**config.mk**
```make
export PLATFORM = sky130hd
export DESIGN_NAME = mcu_bus_arbiter_flat
export DESIGN_NICKNAME = d
export VERILOG_FILES = /design/src/rtl/mcu_bus_arbiter_if.sv /design/src/rtl/mcu_bus_arbiter.sv /design/src/flat_wrapper.sv
export SDC_FILE = /design/constraint.sdc
export NUM_CORES = 1
export LEC_CHECK = 0
export BUFFER_PORTS_ARGS = -buffer_cell sky130_fd_sc_hd__buf_2
export CAP_MARGIN = 20
export CORE_ASPECT_RATIO = 0.8
export CORE_MARGIN = 5
export CORE_UTILIZATION = 45
export CTS_BUF_LIST = sky130_fd_sc_hd__clkbuf_16
export DETAILED_ROUTE_END_ITERATION = 10
export GPL_TIMING_DRIVEN = 0
export PLACE_DENSITY_LB_ADDON = 0.12
export SLEW_MARGIN = 20
export SYNTH_ARGS = -nofsm -noshare
export SYNTH_HDL_FRONTEND = slang
export SYNTH_SLANG_ARGS = --single-unit
```
**constraint.sdc**
```tcl
create_clock -name sys_clk -period 4.28 [get_ports sys_clk]
set_input_delay 0.214 -clock sys_clk [delete_from_list [all_inputs] [get_ports sys_clk]]
set_output_delay 0.214 -clock sys_clk [all_outputs]
set_load 0.1 [all_outputs]
```
**src/rtl/mcu_bus_arbiter_if.sv**
```systemverilog
// Bus bundle between N requesting masters, the arbiter and the shared memory port.
// Handshake: a master raises m_req[i] with stable we/addr/wdata and holds it until m_ack[i] pulses for one cycle.
interface mcu_bus_arbiter_if #(
  parameter int NUM_MASTERS = 2,
  parameter int ADDR_WIDTH  = 32,
  parameter int DATA_WIDTH  = 32
);
  localparam int IDX_W = (NUM_MASTERS > 1) ? $clog2(NUM_MASTERS) : 1;

  logic [NUM_MASTERS-1:0]            m_req;
  logic [NUM_MASTERS-1:0]            m_we;
  logic [NUM_MASTERS*ADDR_WIDTH-1:0] m_addr;
  logic [NUM_MASTERS*DATA_WIDTH-1:0] m_wdata;
  logic [NUM_MASTERS-1:0]            m_ack;
  logic [DATA_WIDTH-1:0]             m_rdata;
  logic                              mem_wr_en;
  logic [ADDR_WIDTH-1:0]             mem_addr;
  logic [DATA_WIDTH-1:0]             mem_data_in;
  logic [DATA_WIDTH-1:0]             mem_data_out;
  logic                              busy;
  logic [IDX_W-1:0]                  grant_id;
  logic [1:0]                        dbg_state;

  modport slave (
    input  m_req, m_we, m_addr, m_wdata, mem_data_out,
    output m_ack, m_rdata, mem_wr_en, mem_addr, mem_data_in, busy, grant_id, dbg_state
  );

  modport master (
    output m_req, m_we, m_addr, m_wdata, mem_data_out,
    input  m_ack, m_rdata, mem_wr_en, mem_addr, mem_data_in, busy, grant_id, dbg_state
  );
endinterface

```
**src/rtl/mcu_bus_arbiter.sv**
```systemverilog
// Round-robin arbiter granting one master at a time onto a single memory port,
// sequencing each access through WAIT_STATES extra cycles and acknowledging with a one-cycle pulse.
module mcu_bus_arbiter #(
  parameter int NUM_MASTERS = 2,
  parameter int ADDR_WIDTH  = 32,
  parameter int DATA_WIDTH  = 32,
  parameter int WAIT_STATES = 1
) (
  input  logic                 sys_clk,
  input  logic                 sys_rst,
  mcu_bus_arbiter_if.slave     bus
);
  localparam int IDX_W = (NUM_MASTERS > 1) ? $clog2(NUM_MASTERS) : 1;

  localparam logic [1:0] S_IDLE   = 2'd0;
  localparam logic [1:0] S_ACCESS = 2'd1;
  localparam logic [1:0] S_RESP   = 2'd2;

  logic [1:0]             r_state;
  logic [IDX_W-1:0]       r_rr_ptr;
  logic [IDX_W-1:0]       r_grant;
  logic [3:0]             r_wait_cnt;
  logic                   r_we;
  logic [ADDR_WIDTH-1:0]  r_addr;
  logic [DATA_WIDTH-1:0]  r_wdata;
  logic [DATA_WIDTH-1:0]  r_rdata;
  logic                   r_wr_en;
  logic [NUM_MASTERS-1:0] r_ack;

  logic                   w_found;
  logic [IDX_W-1:0]       w_cand;
  logic [IDX_W-1:0]       w_sel;
  logic                   w_sel_we;
  logic [ADDR_WIDTH-1:0]  w_sel_addr;
  logic [DATA_WIDTH-1:0]  w_sel_wdata;
  logic [NUM_MASTERS-1:0] w_grant_oh;

  // Single explicit wrap keeps indices below NUM_MASTERS even for non-power-of-2 counts.
  function automatic int wrap_idx(input int base, input int k);
    int s;
    s = base + k;
    return (s >= NUM_MASTERS) ? s - NUM_MASTERS : s;
  endfunction

  always_comb begin
    w_found = 1'b0;
    w_cand  = '0;
    w_sel   = '0;
    for (int k = 0; k < NUM_MASTERS; k++) begin
      w_cand = IDX_W'(wrap_idx(int'(r_rr_ptr), k));
      if (!w_found && bus.m_req[w_cand]) begin
        w_found = 1'b1;
        w_sel   = w_cand;
      end
    end
  end

  assign w_sel_we    = bus.m_we[w_sel];
  assign w_sel_addr  = bus.m_addr[int'(w_sel)*ADDR_WIDTH +: ADDR_WIDTH];
  assign w_sel_wdata = bus.m_wdata[int'(w_sel)*DATA_WIDTH +: DATA_WIDTH];
  assign w_grant_oh  = NUM_MASTERS'(1) << r_grant;

  // The latched address/data registers are the memory port itself, so they hold outside ACCESS.
  always_ff @(posedge sys_clk or posedge sys_rst) begin
    if (sys_rst) begin
      r_state    <= S_IDLE;
      r_rr_ptr   <= '0;
      r_grant    <= '0;
      r_wait_cnt <= '0;
      r_we       <= 1'b0;
      r_addr     <= '0;
      r_wdata    <= '0;
      r_rdata    <= '0;
      r_wr_en    <= 1'b0;
      r_ack      <= '0;
    end else begin
      r_wr_en <= 1'b0;
      r_ack   <= '0;
      case (r_state)
        S_IDLE: begin
          if (w_found) begin
            r_state    <= S_ACCESS;
            r_grant    <= w_sel;
            r_we       <= w_sel_we;
            r_addr     <= w_sel_addr;
            r_wdata    <= w_sel_wdata;
            r_wait_cnt <= 4'(WAIT_STATES);
            r_wr_en    <= w_sel_we && (WAIT_STATES == 0);
          end
        end
        S_ACCESS: begin
          if (r_wait_cnt != 4'd0) begin
            r_wait_cnt <= r_wait_cnt - 4'd1;
            r_wr_en    <= r_we && (r_wait_cnt == 4'd1);
          end else begin
            if (!r_we) r_rdata <= bus.mem_data_out;
            r_ack   <= w_grant_oh;
            r_state <= S_RESP;
          end
        end
        S_RESP: begin
          r_rr_ptr <= (r_grant == IDX_W'(NUM_MASTERS - 1)) ? '0 : r_grant + 1'b1;
          r_state  <= S_IDLE;
        end
        default: r_state <= S_IDLE;
      endcase
    end
  end

  assign bus.m_ack       = r_ack;
  assign bus.m_rdata     = r_rdata;
  assign bus.mem_wr_en   = r_wr_en;
  assign bus.mem_addr    = r_addr;
  assign bus.mem_data_in = r_wdata;
  assign bus.busy        = (r_state != S_IDLE);
  assign bus.grant_id    = r_grant;
  assign bus.dbg_state   = r_state;
endmodule

```
**src/flat_wrapper.sv**
```systemverilog
// flat-port wrapper written by rule: the top's interface ports become plain ports
module mcu_bus_arbiter_flat 
#(
  parameter int NUM_MASTERS = 2,
  parameter int ADDR_WIDTH  = 32,
  parameter int DATA_WIDTH  = 32,
  parameter int WAIT_STATES = 1
)
  (sys_clk, sys_rst, bus_m_req, bus_m_we, bus_m_addr, bus_m_wdata, bus_mem_data_out, bus_m_ack, bus_m_rdata, bus_mem_wr_en, bus_mem_addr, bus_mem_data_in, bus_busy, bus_grant_id, bus_dbg_state);
  mcu_bus_arbiter_if #(.NUM_MASTERS(NUM_MASTERS), .ADDR_WIDTH(ADDR_WIDTH), .DATA_WIDTH(DATA_WIDTH)) bus_i ();
  input  logic sys_clk;
  input  logic sys_rst;
  input wire logic [$bits(bus_i.m_req)-1:0] bus_m_req;
  input wire logic [$bits(bus_i.m_we)-1:0] bus_m_we;
  input wire logic [$bits(bus_i.m_addr)-1:0] bus_m_addr;
  input wire logic [$bits(bus_i.m_wdata)-1:0] bus_m_wdata;
  input wire logic [$bits(bus_i.mem_data_out)-1:0] bus_mem_data_out;
  output wire logic [$bits(bus_i.m_ack)-1:0] bus_m_ack;
  output wire logic [$bits(bus_i.m_rdata)-1:0] bus_m_rdata;
  output wire logic [$bits(bus_i.mem_wr_en)-1:0] bus_mem_wr_en;
  output wire logic [$bits(bus_i.mem_addr)-1:0] bus_mem_addr;
  output wire logic [$bits(bus_i.mem_data_in)-1:0] bus_mem_data_in;
  output wire logic [$bits(bus_i.busy)-1:0] bus_busy;
  output wire logic [$bits(bus_i.grant_id)-1:0] bus_grant_id;
  output wire logic [$bits(bus_i.dbg_state)-1:0] bus_dbg_state;
  assign bus_i.m_req = bus_m_req;
  assign bus_i.m_we = bus_m_we;
  assign bus_i.m_addr = bus_m_addr;
  assign bus_i.m_wdata = bus_m_wdata;
  assign bus_i.mem_data_out = bus_mem_data_out;
  assign bus_m_ack = bus_i.m_ack;
  assign bus_m_rdata = bus_i.m_rdata;
  assign bus_mem_wr_en = bus_i.mem_wr_en;
  assign bus_mem_addr = bus_i.mem_addr;
  assign bus_mem_data_in = bus_i.mem_data_in;
  assign bus_busy = bus_i.busy;
  assign bus_grant_id = bus_i.grant_id;
  assign bus_dbg_state = bus_i.dbg_state;
  mcu_bus_arbiter #(.NUM_MASTERS(NUM_MASTERS), .ADDR_WIDTH(ADDR_WIDTH), .DATA_WIDTH(DATA_WIDTH), .WAIT_STATES(WAIT_STATES)) u_core (.sys_clk(sys_clk), .sys_rst(sys_rst), .bus(bus_i));
endmodule
```
==> metrics.cfg, run 1 <==
[outcome]
status=completed

[clock_network]
clockBufferDepth=2
h-tree-depth=3
cts_tree=built
ctsHoldBuffers=1
clkLatencyLatePin_ns=0.35
post-cts-setup-buffers=0
cts_inserted_buffers=9
path_clk_slew_ns=0.07
clockRootBuffer=clkbuf_16
clock-sinks=108
post_cts_resized=0

[synth]
synthTopCellsByArea=dfrtp_1 (53%), mux2_4 (8.8%), a31oi_1 (8.0%)
synth_cell_type_count=31
yosys.area.top_type=dfrtp_1
synthCells=499
ys_seq_area_share_pct=53.05
synth_top_area_share_pct=53.05
synth_nets=668
synth-seq-cells=108
syn_area_sq_um=5095
async_reset_ff_share_pct=100.0
synth-edff-count=0
syn_avg_cell_area_sq_um=10.21
yosys_most_used_dff=dfrtp_1
yosysWarnings=0

[floorplanning]
num_rows=34
die_h_um=105.2
core_area_sq_um=10980
dieArea_sq_um=13560
die_w_um=129.0
initial_core_util_pct=46.42
ioPinCount=269

[finish]
nets=949
final_common_cell=buf_2
layout_common_cells=buf_2 (268), dfrtp_1 (108), a21oi_1 (68)
area_growth_pct=35.90
drive_above_1_share_pct=41.33
fillCellCount=994
diodes=0
fin_util_pct=63.09
fin_cells=928

[drt]
drtAntennaViolNets=0
drt-initial-drc-count=317
dr.pass1.iters=5
wl_per_cell_um=18.08
viasPerCell=5.515
drc_errors=0
num_vias=5118
route.final.wire_length_mm=16.78

[global_routing]
grt_first_pass_wirelength_mm=26.40
grt_max_degree=68
antenna_found_initial=3
grt-ovfl-total=0
grtUsageTotal_pct=24.25
grt_pass1_vias=5227

[timing]
fin_skew_ns=0.007384
min_period_over_period_pct=64.07
fmax_mhz=364.7
drv_slew=0
fin_crit_ns=2.742
rsz0062_at_grt=false
slew-limit-headroom_pct=59.31
setup_ws_ns=1.538
hold_viol=0
finalSetupViolations=0
tightest_slew_ns=0.6104
setup_tns_ns=0

[placement]
numPortBuffers=268
placedCellCount=912
place_hpwl_mm=12.76
place.gp.congestion=0.8790
pre_cts_slack_ns=1.915

[setup_path]
start_kind=register
cp-end-kind=primary output
critPathMaxFanout=10
arrival_ns=2.53
required_ns=4.07
critPathLaunch=u_core.bus.dbg_state[0]$_DFFE_PP0P_
regToRegStartpoint=u_core.bus.dbg_state[0]$_DFFE_PP0P_
critical_path_class=reg -> out

[job]
max_cap_violations=0

[hold_path]
hp-class=in -> reg
hold_start=bus_mem_data_out[15]

## state kept, by name, summed over array words and instances, names as in the netlist
signal	flops
u_core.bus.m_rdata	32
u_core.bus.mem_addr	32
u_core.bus.mem_data_in	32
u_core.r_wait_cnt	4
u_core.bus.dbg_state	2
u_core.bus.m_ack	2
u_core.bus.grant_id	1
u_core.bus.mem_wr_en	1
u_core.r_rr_ptr	1
u_core.r_we	1
## logic make-up after synthesis
| family | count (synthesis) | synth area share [%] |
|---|---|---|
| compound gates | 204 | 21.95 |
| fa+ha+maj | 3 | 0.7368 |
| buf+inv | 60 | 5.526 |
| flops | 108 | 53.05 |
| mux | 32 | 9.283 |
| simple gates | 92 | 9.455 |
## layer usage
layer  track usage (%)  up-vias  part of all wire [%]
met5                 0        -                  0.23
met4             7.496        6                   2.2
met3             7.037       33                   9.6
met1             31.56     2422                    41
li1                  -     2397                     -
met2             39.20      260                    47
## cell type report
type / count / area (sq um) / share of cell area [%]
Multi-Input combinational cell: 331 / 2111 / 30.48
Timing Repair Buffer: 270 / 1371 / 19.80
Clock inverter: 6 / 47.55 / 0.6867
Tap cell: 144 / 180.2 / 2.602
Inverter: 6 / 27.53 / 0.3975
Clock buffer: 9 / 225.2 / 3.253
Sequential cell: 108 / 2703 / 39.03
Buffer: 54 / 259.0 / 3.741
## Yosys cell counts, types with 2 or more instances
| master | instances |
|---|---|
| buf_1 | 5 |
| nor2_1 | 2 |
| ha_1 | 3 |
| mux2_4 | 30 |
| and2_1 | 2 |
| a21oi_1 | 68 |
| buf_12 | 3 |
| o21ai_0 | 67 |
| mux2_2 | 2 |
| nand2_1 | 5 |
| nand2b_1 | 3 |
| nor3_1 | 3 |
| dfrtp_1 | 108 |
| nand3_1 | 65 |
| a31oi_1 | 65 |
| inv_1 | 6 |
| or3_1 | 2 |
| clkbuf_1 | 45 |
| nor4_1 | 2 |
| nor2b_1 | 2 |
## worst paths after layout
check	slack [ns]	endpoint	cells after the start
worst max-delay path	1.54	bus_busy	5
worst min-delay path	0.1	u_core.bus.m_rdata[15]$_DFFE_PP0P_	2
worst max register to register	1.97	u_core.bus.mem_addr[17]$_DFFE_PP0P_	5
worst min register to register	0.50	u_core.bus.m_rdata[28]$_DFFE_PP0P_	1
max in group asynchronous	3.14	u_core.bus.mem_addr[19]$_DFFE_PP0P_	4
min in group asynchronous	0.51	u_core.bus.mem_data_in[8]$_DFFE_PP0P_	3
## critical path, stage by stage (launching register included)
cell,delay [ns]
dfrtp_1,0.45
nor2_1,0.48
clkbuf_1,0.45
clkbuf_1,0.41
inv_1,0.08
buf_2,0.30
## stage by stage
step | hold slack (ns) | area, sq um
floorplan | 0.3625 | 5095
global route | 0.08477 | 6924
detailed placement | 0.3448 | 6641
CTS | 0.08543 | 6924
finish | 0.09674 | 6924
global placement | 0.4472 | 6616
Power of run 1 is left out: the tool's default activity adds up to more than one toggle a clock period on the data nets, which glitch-free logic cannot reach.
==> run 2, diff against run 1 <==
Clock period 4.28 ns to 2.75 ns, I/O delays scaled along.
==> metrics.cfg, run 2 (synthesis results as in run 1) <==
[timing]
fin_skew_ns=0.007810  ; was 0.007384 ns
tightest_slew_ns=0.7572  ; was 0.6104 ns
rsz0062_at_grt=false  ; unchanged
min_period_over_period_pct=91.17
setup_tns_ns=0  ; unchanged
finalSetupViolations=0  ; unchanged
slew-limit-headroom_pct=49.41  ; was 59.31%
drv_slew=0  ; unchanged
fmax_mhz=398.8
hold_ws_ns=0.02869  ; was 0.09674 ns
hold_viol=0  ; unchanged
fin_crit_ns=2.507

[placement]
place_hpwl_mm=12.93  ; was 12.76 mm
place.gp.congestion=0.8237  ; was 0.8790
numPortBuffers=268  ; unchanged

[finish]
multi_input_area_sq_um=2113  ; was 2111 sq um
layout_common_cells=buf_2 (268), dfrtp_1 (108), a21oi_1 (68)  ; unchanged
diodes=0  ; unchanged
nets=951  ; was 949
area_growth_pct=37.06  ; was 35.90%
regArea_sq_um=2703  ; unchanged
fillCellCount=934  ; was 994
drive_above_1_share_pct=41.22  ; was 41.33%
final_common_cell=buf_2  ; unchanged

[global_routing]
grtUsageTotal_pct=24.31  ; was 24.25%
grt_pass1_vias=5202  ; was 5227
antenna_found_initial=0  ; was 3
grt_max_degree=34  ; was 68
grt_first_pass_wirelength_mm=26.28  ; was 26.40 mm
grt-ovfl-total=0  ; unchanged

[setup_path]
start_kind=register  ; unchanged
critPathMaxFanout=10  ; unchanged
cp-end-kind=primary output  ; unchanged
critical_path_class=reg -> out  ; unchanged
required_ns=2.61  ; was 4.07 ns
arrival_ns=2.37  ; was 2.53 ns

[drt]
route.final.wire_length_mm=16.98  ; was 16.78 mm
drc_errors=0  ; unchanged
drtAntennaViolNets=0  ; unchanged
num_vias=5130  ; was 5118
viasPerCell=5.516  ; was 5.515
wl_per_cell_um=18.26  ; was 18.08 um
dr.pass1.iters=5  ; unchanged
drt-initial-drc-count=299  ; was 317

[floorplanning]
initial_core_util_pct=46.42  ; unchanged
die_h_um=105.2  ; unchanged
core_area_sq_um=10980  ; unchanged
dieArea_sq_um=13560  ; unchanged
num_rows=34  ; unchanged
ioPinCount=269  ; unchanged
die_w_um=129.0  ; unchanged

[clock_network]
cts_tree=built  ; unchanged
clock-sinks=108  ; unchanged
clkLatencyLatePin_ns=0.34  ; was 0.35 ns
clockRootBuffer=clkbuf_16  ; unchanged
clockBufferDepth=2  ; unchanged
path_clk_slew_ns=0.07  ; about the same
h-tree-depth=3  ; unchanged
cts_inserted_buffers=9  ; unchanged

[hold_path]
hp-class=in -> reg  ; unchanged

[outcome]
status=completed  ; unchanged

[job]
max_cap_violations=0  ; unchanged

[run 2: final cells by class]
| class | count | area share, % |
|---|---|---|
| Timing Repair Buffer | 272 | 20.32 |
| Buffer | 54 | 3.709 |
| Inverter | 6 | 0.3763 |
| Multi-Input combinational cell | 331 | 30.26 |
| Tap cell | 144 | 2.580 |
| Sequential cell | 108 | 38.70 |
| Clock inverter | 6 | 0.8242 |
| Clock buffer | 9 | 3.225 |
[run 2: metrics by stage]
step / instance area (sq um) / worst slack (ns) / instances / util [%]
after floorplan: 5099 / 0.3331 / 499 / -
after global placement: 6620 / 0.4249 / 911 / 60.32
after detailed placement: 6688 / 0.3475 / 914 / 60.93
after CTS: 6980 / 0.05629 / 930 / 63.60
after global routing: 6983 / 0.1090 / 930 / 63.62
final: 6983 / 0.2427 / 930 / 63.62
[run 2: what timing repair did]
action / CTS / global route
endpoints found under the hold margin: 27 / 0
setup buffers: 0 / 0
resized for setup: 0 / 1
endpoints found under the setup margin: 0 / 1
hold buffers: 1 / 0
[run 2: worst paths after layout]
path / startpoint / to / slack [ns] / depth (start not counted)
max in group asynchronous: sys_rst / u_core.bus.m_rdata[31]$_DFFE_PP0P_ / 1.67 / 4
worst min register to register: u_core.bus.m_rdata[21]$_DFFE_PP0P_ / u_core.bus.m_rdata[21]$_DFFE_PP0P_ / 0.50 / 1
min in group asynchronous: sys_rst / u_core.bus.m_rdata[18]$_DFFE_PP0P_ / 0.48 / 3
worst max-delay path: u_core.bus.dbg_state[0]$_DFFE_PP0P_ / bus_busy / 0.24 / 5
worst max register to register: u_core.r_wait_cnt[0]$_DFFE_PP0P_ / u_core.bus.m_rdata[0]$_DFFE_PP0P_ / 0.53 / 7
worst min-delay path: bus_mem_data_out[19] / u_core.bus.m_rdata[19]$_DFFE_PP0P_ / 0.03 / 2
[run 2: worst max-delay path: stages (launching register included)]
cell	delay, ns
dfrtp_1	0.45
nor2_2	0.37
clkbuf_1	0.41
clkbuf_1	0.42
inv_1	0.07
buf_2	0.30
[run 2: layer usage]
layer	global-route usage (%)	part of all wire, %	vias up
li1	-	-	2412
met1	31.71	41	2422
met2	39.16	47	262
met3	7.139	9.3	34
met4	7.496	2.2	0
met5	0	0	-
Power of run 2 is left out for the same reason.
==> run 3, diff against run 2 <==
Settings changed: CORE_UTILIZATION 45 to 35.
==> metrics.cfg, run 3 (synthesis results as in run 1) <==
[outcome]
status=completed  ; unchanged

[global_routing]
antenna_found_initial=2  ; was 0
grt-ovfl-total=0  ; unchanged
grt_first_pass_wirelength_mm=28.15  ; was 26.28 mm
grtUsageTotal_pct=20.59  ; was 24.31%
grt_pass1_vias=5421  ; was 5202
grt_max_degree=32  ; was 34

[clock_network]
clockRootBuffer=clkbuf_16  ; unchanged
clockBufferDepth=2  ; unchanged
path_clk_slew_ns=0.08  ; was 0.07 ns
cts_inserted_buffers=9  ; unchanged
clkLatencyLatePin_ns=0.35  ; was 0.34 ns
post-cts-setup-buffers=0  ; unchanged
h-tree-depth=3  ; unchanged
cts_tree=built  ; unchanged
clock-sinks=108  ; unchanged

[setup_path]
critPathLaunch=u_core.bus.dbg_state[0]$_DFFE_PP0P_  ; unchanged
crit_family=buffers and inverters  ; unchanged
cp-end-kind=primary output  ; unchanged
rr_worst_depth=7  ; unchanged
critPathBufInv=4  ; unchanged
regToRegStartpoint=u_core.r_wait_cnt[0]$_DFFE_PP0P_  ; unchanged
required_ns=2.61  ; about the same
regToRegSetupSlack_ns=0.49  ; was 0.53 ns
r2r-end=u_core.bus.m_rdata[0]$_DFFE_PP0P_  ; unchanged
start_kind=register  ; unchanged
critPathMaxFanout=10  ; unchanged
arrival_ns=2.29  ; was 2.37 ns
path_depth=5  ; unchanged
critical_path_class=reg -> out  ; unchanged
crit_chain=nor2_2 -> clkbuf_2 -> clkbuf_1 -> inv_1 -> buf_2  ; was nor2_2 -> clkbuf_1 -> clkbuf_1 -> inv_1 -> buf_2
endpoint=bus_busy  ; unchanged
critical-path-max-stage-delay_ns=0.46  ; was 0.45 ns
slowest_stage=dfrtp_1  ; unchanged

[finish]
area_growth_pct=39.29  ; was 37.06%
nets=953  ; was 951
layout_common_cells=buf_2 (268), dfrtp_1 (108), a21oi_1 (68)  ; unchanged
final_common_cell=buf_2  ; unchanged
drive_above_1_share_pct=41.57  ; was 41.22%

[hold_path]
hp-class=in -> reg  ; unchanged

[timing]
rsz0062_at_grt=false  ; unchanged
fin_crit_ns=2.426  ; was 2.507 ns
hold_viol=0  ; unchanged
fin_skew_ns=0.007684  ; was 0.007810 ns
tightest_slew_ns=0.6776  ; was 0.7572 ns
setup_ws_ns=0.3240  ; was 0.2427 ns
finalSetupViolations=0  ; unchanged
setup_tns_ns=0  ; unchanged
drv_slew=0  ; unchanged
fmax_mhz=412.2  ; was 398.8 MHz
slew-limit-headroom_pct=54.73  ; was 49.41%
min_period_over_period_pct=88.22  ; was 91.17%

[floorplanning]
num_rows=39  ; was 34
die_h_um=117.9  ; was 105.2 um
die_w_um=144.9  ; was 129.0 um
ioPinCount=269  ; unchanged
dieArea_sq_um=17080  ; was 13560 sq um
core_area_sq_um=14300  ; was 10980 sq um
initial_core_util_pct=35.63  ; was 46.42%

[drt]
drtAntennaViolNets=0  ; unchanged
wl_met3_mm=1.731  ; was 1.573 mm
drc_errors=0  ; unchanged
wl_met2_mm=8.330  ; was 8.043 mm
num_vias=5148  ; was 5130
wl_per_cell_um=18.31  ; was 18.26 um
top_layer=met5  ; was met4
viasPerCell=5.285  ; was 5.516
drt-initial-drc-count=280  ; was 299
route.final.wire_length_mm=17.84  ; was 16.98 mm
met1_length_mm=7.512  ; was 6.987 mm
dr.pass1.iters=5  ; unchanged

[placement]
place.gp.congestion=0.8609  ; was 0.8237
place_hpwl_mm=13.55  ; was 12.93 mm
pre_cts_slack_ns=0.2489  ; was 0.3475 ns
numPortBuffers=268  ; unchanged

[job]
max_cap_violations=0  ; unchanged

==> run 3: cell types whose count changed in the layout (fill, tap and decap cells not counted), sizes merged <==
| cell | change |
|---|---|
| bufinv | +1 |
| dlygate4sd3 | +2 |
| clkinv | -1 |
| diode | +1 |
| inv | +1 |
==> run 3: worst min path at each step <==
stage,from,endpoint,slack [ns],cells past startpoint
detailed placement,sys_rst,u_core.bus.mem_addr[20]$_DFFE_PP0P_,0.27,2
global route,bus_mem_data_out[17],u_core.bus.m_rdata[17]$_DFFE_PP0P_,0.004,2
global placement,bus_mem_data_out[26],u_core.bus.m_rdata[26]$_DFFE_PP0P_,0.37,2
CTS,bus_mem_data_out[17],u_core.bus.m_rdata[17]$_DFFE_PP0P_,0.0006,2
finish,bus_mem_data_out[9],u_core.bus.m_rdata[9]$_DFFE_PP0P_,0.02,2
floorplan,bus_mem_data_out[0],u_core.bus.m_rdata[0]$_DFFE_PP0P_,0.29,1
==> run 3: metal layers <==
metal	track usage [%]	vias to the layer above
li1	-	2417
met1	27.44	2460
met2	32.43	248
met3	6.255	21
met4	5.536	2
met5	0	-
==> run 3: area by class of cell <==
| class | instances | area, sq um |
|---|---|---|
| multi-input combinational | 331 | 2113 |
| clock inverter | 7 | 97.59 |
| antenna | 1 | 2.502 |
| buffer | 54 | 260.3 |
| clock buffer | 9 | 225.2 |
| timing repair buffer | 274 | 1439 |
| sequential | 108 | 2703 |
| inverter | 6 | 26.28 |
| fill | 1410 | 7201 |
| tap | 184 | 230.2 |
==> run 3: what timing repair did <==
item                                    4_1_cts  5_1_grt
endpoints found under the hold margin        32        0
hold buffers                                  3        0
endpoints found under the setup margin        1        1
resized for setup                             1        2
==> run 3: worst register-to-register path: stages, from the launching register on <==
cell and delay [ns]:
dfrtp_1 0.42, inv_1 0.12, ha_1 0.22, or3b_4 0.41
or3_1 0.37, buf_6 0.15, buf_12 0.15, mux2_4 0.30
==> run 3: metrics by stage <==
step / utilization, % / hold slack [ns] / cell area [sq um] / instances
2_1_floorplan: - / 0.2860 / 5099 / 499
4_1_cts: 49.61 / 0.0006321 / 7093 / 973
5_1_grt: 49.64 / 0.003828 / 7097 / 974
3_3_place_gp: 46.65 / 0.3708 / 6670 / 951
3_5_place_dp: 47.13 / 0.2683 / 6738 / 954
6_report: 49.64 / 0.01805 / 7097 / 974
Power of run 3 is left out for the same reason.
